**config.mk**
```make
export PLATFORM = sky130hd
export DESIGN_NAME = sw_debounce
export DESIGN_NICKNAME = d
export VERILOG_FILES = /design/src/rtl/sw_pkg.sv /design/src/rtl/debounce_ch.sv /design/src/rtl/sw_debounce.sv
export SDC_FILE = /design/constraint.sdc
export NUM_CORES = 1
export LEC_CHECK = 0
export CAP_MARGIN = 25
export CORE_MARGIN = 2
export CORE_UTILIZATION = 40
export CTS_CLUSTER_SIZE = 20
export DETAILED_ROUTE_END_ITERATION = 16
export PLACE_DENSITY_LB_ADDON = 0.1
export SYNTH_ARGS = -nofsm -noshare
export SYNTH_HDL_FRONTEND = slang
export SYNTH_SLANG_ARGS = --single-unit
export TNS_END_PERCENT = 1
```
**constraint.sdc**
```tcl
create_clock -name CLK -period 5.72 [get_ports CLK]
set_input_delay 1.716 -clock CLK [delete_from_list [all_inputs] [get_ports CLK]]
set_output_delay 1.716 -clock CLK [all_outputs]
set_load 0.01 [all_outputs]
```
**src/rtl/sw_pkg.sv**
```systemverilog
// Shared constants and helpers for the slide-switch conditioning block.
// Imported by the per-channel debouncer and the top.
package sw_pkg;

    localparam int SW_WIDTH            = 12;
    localparam int SW_DEBOUNCE_DEFAULT = 50000;
    localparam int SW_CNT_W            = 16;

    // True when a w-bit counter can hold cycles-1 and cycles is legal.
    function automatic bit sw_cnt_w_ok(input int cycles, input int w);
        longint lim;
        lim = longint'(1) << w;
        return (cycles >= 2) && (longint'(cycles) < lim);
    endfunction

endpackage

```
**src/rtl/debounce_ch.sv**
```systemverilog
// One switch channel: two-flop synchroniser plus stability counter.
// A new level is accepted only after it has been stable long enough.
module debounce_ch
    import sw_pkg::*;
#(
    parameter int DEBOUNCE_CYCLES = SW_DEBOUNCE_DEFAULT,
    parameter int CNT_W           = SW_CNT_W
) (
    input  logic clk,
    input  logic rst_n,
    input  logic din,
    output logic dout,
    output logic chg
);

    localparam logic [CNT_W-1:0] LAST = CNT_W'(DEBOUNCE_CYCLES - 1);

    logic             s1;
    logic             s2;
    logic [CNT_W-1:0] cnt;

    // Bring the asynchronous switch level into the clock domain.
    always_ff @(posedge clk or negedge rst_n) begin
        if (!rst_n) begin
            s1 <= 1'b0;
            s2 <= 1'b0;
        end else begin
            s1 <= din;
            s2 <= s1;
        end
    end

    // Count consecutive mismatching cycles; accept at the last count.
    always_ff @(posedge clk or negedge rst_n) begin
        if (!rst_n) begin
            cnt  <= '0;
            dout <= 1'b0;
            chg  <= 1'b0;
        end else begin
            chg <= 1'b0;
            if (s2 == dout) begin
                cnt <= '0;
            end else if (cnt == LAST) begin
                dout <= s2;
                chg  <= 1'b1;
                cnt  <= '0;
            end else begin
                cnt <= cnt + 1'b1;
            end
        end
    end

endmodule

```
**src/rtl/sw_debounce.sv**
```systemverilog
// Debounced board slide switches with change pulses and a
// post-reset settled flag.
module sw_debounce
    import sw_pkg::*;
#(
    parameter int WIDTH           = SW_WIDTH,
    parameter int DEBOUNCE_CYCLES = SW_DEBOUNCE_DEFAULT,
    parameter int CNT_W           = SW_CNT_W
) (
    input  logic             CLK,
    input  logic             RST_N,
    input  logic [WIDTH-1:0] SW_IN,
    output logic [WIDTH-1:0] SW_OUT,
    output logic [WIDTH-1:0] SW_CHG,
    output logic             SW_VALID
);

    if (!sw_cnt_w_ok(DEBOUNCE_CYCLES, CNT_W)) begin : g_bad_cnt_w
        $error("sw_debounce: CNT_W too small or DEBOUNCE_CYCLES < 2");
    end

    localparam logic [CNT_W:0] ACQ_END = (CNT_W + 1)'(DEBOUNCE_CYCLES + 2);

    logic [CNT_W:0] acq;

    for (genvar i = 0; i < WIDTH; i++) begin : g_ch
        debounce_ch #(
            .DEBOUNCE_CYCLES(DEBOUNCE_CYCLES),
            .CNT_W          (CNT_W)
        ) u_ch (
            .clk  (CLK),
            .rst_n(RST_N),
            .din  (SW_IN[i]),
            .dout (SW_OUT[i]),
            .chg  (SW_CHG[i])
        );
    end

    // Acquisition window: one sync delay plus a full debounce period.
    always_ff @(posedge CLK or negedge RST_N) begin
        if (!RST_N) begin
            acq      <= '0;
            SW_VALID <= 1'b0;
        end else begin
            if (acq != ACQ_END) begin
                acq <= acq + 1'b1;
            end
            if (acq == ACQ_END) begin
                SW_VALID <= 1'b1;
            end
        end
    end

endmodule

```
==> impl_results.md, run 1 <==
* Num ports at 39
* Static Leak at approximately 5.5 nW
* Share of the clock period used by the worst path at 0.559
* Cell area after technology mapping at 11800 um^2
* Data required time of the critical path at roughly 4 ns
* Seq/Total Area, Yosys at 0.545
* Count of nets left with antenna violations after detail routing at 0
* Most common flop cell mapped by yosys: dfrtp_1
* CP top delay family: buffers and inverters
* Worst setup path class: flop to output pin
* Initial Utilization at 0.409
* Die width at roughly 180 um
* Core box area at 28900 um^2
* Clk_skew at roughly 0.011 ns
* Via count at approximately 7800
* DRC violation total after the first TritonRoute iteration at between 300 and 400
* Synthesized area per cell at around 11 um^2
* CP Max Fanout at 3
* Row cnt at 62
* Peak supply drop at 0.222 mV
* Multi-input combinational cell area at around 5000 um^2
* Last weighted congestion value of the routability-driven placer at 0.766
* Hold Buf Count CTS at 0
* Minimum setup slack among reg-to-reg paths at 3.59 ns
* Yosys warns at 0
* Die outline height at roughly 180 um
* Endpoints failing setup at 0
* Worst hold slack after final layout at 0.340 ns
* Global-route wire length before repair at between 30000 and 40000 um
* Seq. cell area at 6460 um^2
* Antenna diodes at 0
* Unrepaired setup endpoints after global routing: no
* Fin. max-slew vios at 0
* Count of buffering cells on the critical path with inverters included at 1
* Detailed Route WL at around 21000 um
* Slew @ Worst Pin at 0.999 ns
* Arrival @ worst endpoint at 1.48 ns
* Synthesized netlist cell count at between 1000 and 1500
* Highest-count cells in the layout ignoring fill and taps: dfrtp_1, nor2_1, xnor2_1, nand3_1
* GRT Resource Usage Total at 0.143
* Startpoint Class: flop
* Clock slew at the register clock pins of the worst setup and hold paths at around 0.060 ns
* Share of flip-flops with an asynchronous set or reset at 1.00
* Total clock sinks at ~260
* Buffer cell driving the clock tree root: clkbuf_16
* Status: finished clean
* TritonCTS clock tree: done
* Power per Cell Area at approximately 300 nW/um^2
* Post-Syn Nets at 1153
* Number of detailed-route iterations in the first pass at 4
* Post-cts sizing count at 0
* Post-layout min period at ~3.2 ns
* Ratio of routed vias to standard cells at ~5
* Area share of the largest cell type after synthesis at 0.545
* Clock buffer depth at 3
* Maximum number of pins on one net before global-route repair at 129
* Biggest area contributors in the synthesized netlist: dfrtp_1, xnor2_1, nor2_1
* Max cap viols at 0
* H-tree level count at 1
* Overflow left after global routing at 0
* Number of remaining DRC errors at 0
* Worst Hold Class: flop to flop
* Layout filler cell count at between 2000 and 3000
* Hold violation total from the final report at 0
* Ordered list of cells on the worst path: clkdlybuf4s50_1
* DP HPWL at ~14000 um
* Number of buffers inserted by post-CTS setup repair at 0
* Distinct cell type count after synthesis at 44
* Area growth from synthesis to layout at 14.8%
* Die ar. at between 30000 and 40000 um^2
* Register bit total from synthesis at approximately 260
* Clock latency at the later pin of the worst-skew pair at 0.55 ns
* CTS Buf Count at 30
* Share of final-layout standard cells stronger than drive strength 1 at 0.0700
* Input/output buffers at 38
* Cell accounting for the most synthesized area: dfrtp_1
* Routed wire per std cell at 13.6 um
* Initial antenna violation count at 0
* Crit-path max cell delay at between 0.5 and 0.6 ns
* Net count reported at finish at ~1200
* Element type at the critical path end: output pin
* Most common library cell in the layout ignoring fill and taps: dfrtp_1
* Number of flops mapped to enable cells by yosys at 0
* Via count of the first global-routing pass at roughly 7800
* Headroom to the max-slew limit at 0.334
* Standard cell with the maximum stage delay on the critical path: clkdlybuf4s50_1
* Highest attainable clock frequency at roughly 0.31 GHz
* Setup tns final at 0 ns
[logic make-up (layout without fill, tap and decap cells)]
kind of cell,count (synthesis),count (layout),synth area share
AO/OA/AOI/OAI,13,13,0.00930
XOR/XNOR,189,189,0.140
adder cells (fa/ha/maj),14,14,0.0148
buffers and inverters,75,135,0.0318
flip-flops,258,258,0.545
multiplexers,14,14,0.0134
AND/OR/NAND/NOR,562,562,0.246
[worst paths after layout]
check,from,cells past startpoint,endpoint
worst max-delay path,g_ch[2].u_ch.dout,1,SW_OUT[2]
worst min-delay path,g_ch[7].u_ch.s1,0,g_ch[7].u_ch.s2
worst max register to register,g_ch[10].u_ch.cnt[0],5,g_ch[10].u_ch.cnt[4]
worst min register to register,g_ch[7].u_ch.s1,0,g_ch[7].u_ch.s2
max in group asynchronous,RST_N,2,g_ch[8].u_ch.cnt[4]
min in group asynchronous,RST_N,1,g_ch[7].u_ch.cnt[12]
[cells in the mapped netlist, drive strengths merged (12+ instances only)]
master,count
dfrtp,258
nor4bb,20
nand4,49
nand3,73
xnor2,156
mux2,12
buf,28
nand2,50
nor4,50
and3,21
ha,14
xor2,33
inv,37
nor2,205
nor3,45
nor4b,13
[power by group]
part | switching (mW) | leakage (nW) | internal, mW
clock network | 0.741 | 0.534 | 1.30
logic | 0.0734 | 1.42 | 0.0341
registers | 0.0256 | 3.50 | 1.86
[cell type report]
class / count / area share
Inverter: 37 / 0.0102
Timing Repair Buffer: 44 / 0.0317
Multi-Input combinational cell: 792 / 0.368
Clock inverter: 13 / 0.0144
Clock buffer: 41 / 0.0650
Sequential cell: 258 / 0.475
Tap cell: 384 / 0.0353
[flip-flops by register name, summed over array words and instances (netlist names)]
name / count
SW_VALID: 1
acq: 17
g_ch.u_ch.chg: 12
g_ch.u_ch.cnt: 192
g_ch.u_ch.dout: 12
g_ch.u_ch.s1: 12
g_ch.u_ch.s2: 12
[per-layer routing]
layer / wire length, um / GRT usage
met2: 9320 / 0.226
met3: 635 / 0.0239
met4: 427 / 0.0382
met5: 0 / 0
met1: 10900 / 0.205
[per-stage QoR]
step	worst slack, ns	instance area, um^2	util	cells	power (mW)
finish	2.52	13600	0.470	1569	4.03
global route	2.45	13600	0.470	1569	4.19
CTS	2.49	13600	0.470	1569	4.10
detailed placement	2.75	12500	0.433	1515	2.03
global placement	2.76	12500	0.433	1515	2.03
floorplan	3.49	11800	-	1125	1.96
Note: power is estimated with default switching activity, not from simulation.
==> run 2: changes to the inputs <==
- clock period: 5.72 -> 2.65 ns (I/O delays scaled with it)
==> impl_results.md, run 2 (synthesized netlist as in run 1, its figures left out) <==
* Highest-count cells in the layout ignoring fill and taps: dfrtp_1, nor2_1, xnor2_1, nand3_1 (unchanged)
* CP top delay family: buffers and inverters (unchanged)
* Standard cell with the maximum stage delay on the critical path: clkdlybuf4s50_1 (unchanged)
* Last weighted congestion value of the routability-driven placer at 0.773 (was 0.766)
* Post-route worst setup slack at 0.331 ns (was 2.52 ns)
* Power Total at 8.95 mW (was 4.03 mW)
* Number of detailed-route iterations in the first pass at 4 (unchanged)
* Antenna diodes at 0 (unchanged)
* Global-route wire length before repair at 38000 um (was 37500 um)
* Worst Hold Class: input pin to asynchronous set/reset pin (was flop to flop)
* H-tree level count at 1 (unchanged)
* Top Registers: g_ch.u_ch.cnt: 192 flops, acq: 17 flops (unchanged)
* Overflow left after global routing at 0 (unchanged)
* Hold Buf Count CTS at 0 (unchanged)
* DRC violation total after the first TritonRoute iteration at 425 (was 337)
* Core box area at 28900 um^2 (unchanged)
* Number of cells after detailed placement at 1516 (was 1515)
* Ordered list of cells on the worst path: clkdlybuf4s50_1 (unchanged)
* Final standard cell count with taps included and fillers excluded at 1572 (was 1569)
* Worst setup path class: flop to output pin (unchanged)
* Total clock sinks at 258 (unchanged)
* Most common library cell in the layout ignoring fill and taps: dfrtp_1 (unchanged)
* Worst setup timing slack at the placement stage at 0.691 ns (was 2.75 ns)
* Number of buffers inserted by post-CTS setup repair at 0 (unchanged)
* Arrival @ worst endpoint at 1.52 ns (was 1.48 ns)
* Highest attainable clock frequency at 0.431 GHz
* Layout filler cell count at 2648 (was 2709)
* Die outline height at 176 um (unchanged)
* Data required time of the critical path at 1.86 ns (was 4.00 ns)
* Headroom to the max-slew limit at 0.609 (was 0.334)
* Clock buffer depth at 3 (unchanged)
* CTS Buf Count at 30 (unchanged)
* Via count of the first global-routing pass at 7751 (was 7778)
* Final std cell area, no fill at 13700 um^2 (was 13600 um^2)
* Post-Place Cell Area at 12600 um^2 (was 12500 um^2)
* Detailed Route WL at 21100 um (was 21300 um)
* Die ar. at 31000 um^2 (unchanged)
* Utilization after layout at 0.474 (was 0.470)
* Via count at 7773 (was 7797)
* Slew @ Worst Pin at 0.587 ns (was 0.999 ns)
* Initial Utilization at 0.409 (unchanged)
* Static Leak at 5.49 nW (was 5.46 nW)
* Endpoints failing setup at 0 (unchanged)
* Area growth from synthesis to layout at 15.7% (was 14.8%)
* Power per Cell Area at 653 nW/um^2 (was 296 nW/um^2)
* Initial antenna violation count at 0 (unchanged)
* TritonCTS clock tree: done (unchanged)
* Startpoint Class: flop (unchanged)
* Die width at 176 um (unchanged)
* Routed wire per std cell at 13.4 um (was 13.6 um)
* Row cnt at 62 (unchanged)
* Share of final-layout standard cells stronger than drive strength 1 at 0.0732 (was 0.0700)
* Maximum number of pins on one net before global-route repair at 68 (was 129)
* Flip-flop count of the largest register, all copies and words added at 192 (unchanged)
* Peak supply drop at 0.734 mV (was 0.222 mV)
* Ratio of routed vias to standard cells at 4.94 (was 4.97)
* Setup tns final at 0 ns (unchanged)
* Worst hold slack after final layout at 0.152 ns (was 0.340 ns)
* Count of buffering cells on the critical path with inverters included at 1 (unchanged)
* Post-layout min period at about 2.3 ns
* CP Max Fanout at 3 (unchanged)
* Count of nets left with antenna violations after detail routing at 0 (unchanged)
* Buffer cell driving the clock tree root: clkbuf_16 (unchanged)
* Register containing the most flip-flops in the final layout: g_ch.u_ch.cnt (unchanged)
* Clock latency at the later pin of the worst-skew pair at 0.54 ns (was 0.55 ns)
* DP HPWL at 13700 um (was 13900 um)
* Share of the clock period used by the worst path at 0.875
* Status: finished clean (unchanged)
* Max cap viols at 0 (unchanged)
* GRT Resource Usage Total at 0.144 (was 0.143)
* Unrepaired setup endpoints after global routing: no (unchanged)
* Num ports at 39 (unchanged)
* Crit-path max cell delay at 0.57 ns (was 0.56 ns)
* Net count reported at finish at 1192 (was 1191)
* Clk_skew at 0.00827 ns (was 0.0108 ns)
* Post-cts sizing count at 0 (unchanged)
* Element type at the critical path end: output pin (unchanged)
* Number of remaining DRC errors at 0 (unchanged)
* Input/output buffers at 38 (unchanged)
* Hold violation total from the final report at 0 (unchanged)
* Fin. max-slew vios at 0 (unchanged)
* Clock slew at the register clock pins of the worst setup and hold paths at 0.06 ns (about the same)
==> run 2: cell count changes in the layout (fill, tap and decap cells not counted), sizes merged <==
| cell | delta |
|---|---|
| buf | +1 |
| clkinvlp | +4 |
| inv | +1 |
| clkinv | -1 |
| bufinv | +3 |
| clkbuf | -5 |
==> run 2: final timing paths <==
kind | cells past startpoint | startpoint | slack, ns | end
min in group CLK | 0 | g_ch[1].u_ch.s1 | 0.35 | g_ch[1].u_ch.s2
max in group asynchronous | 2 | RST_N | 1.81 | g_ch[10].u_ch.s1
worst max register to register | 5 | g_ch[5].u_ch.cnt[0] | 0.72 | g_ch[5].u_ch.cnt[3]
worst min register to register | 0 | g_ch[1].u_ch.s1 | 0.35 | g_ch[1].u_ch.s2
worst min-delay path | 1 | RST_N | 0.15 | g_ch[3].u_ch.cnt[4]
worst max-delay path | 1 | g_ch[5].u_ch.dout | 0.33 | SW_OUT[5]
==> run 2: per-layer routing <==
| layer | share of wire | up-vias | GRT usage |
|---|---|---|---|
| li1 | - | 3931 | - |
| met2 | 0.45 | 75 | 0.228 |
| met3 | 0.030 | 30 | 0.0230 |
| met1 | 0.49 | 3737 | 0.206 |
| met5 | 0 | - | 0 |
| met4 | 0.021 | 0 | 0.0365 |
==> run 2: final cells by class <==
cell class	count	area, um^2	area share
sequential	258	6460	0.471
multi-input combinational	792	5010	0.366
clock buffer	36	825	0.0602
tap	384	480	0.0351
timing repair buffer	45	475	0.0347
clock inverter	20	320	0.0234
inverter	37	139	0.0101
==> run 2: where the power goes <==
part | leakage (nW) | internal (mW) | switching, mW
Sequential | 3.50 | 4.00 | 0.0537
Combinational | 1.44 | 0.0812 | 0.159
Clock | 0.548 | 3.00 | 1.65
Total | 5.49 | 7.08 | 1.87
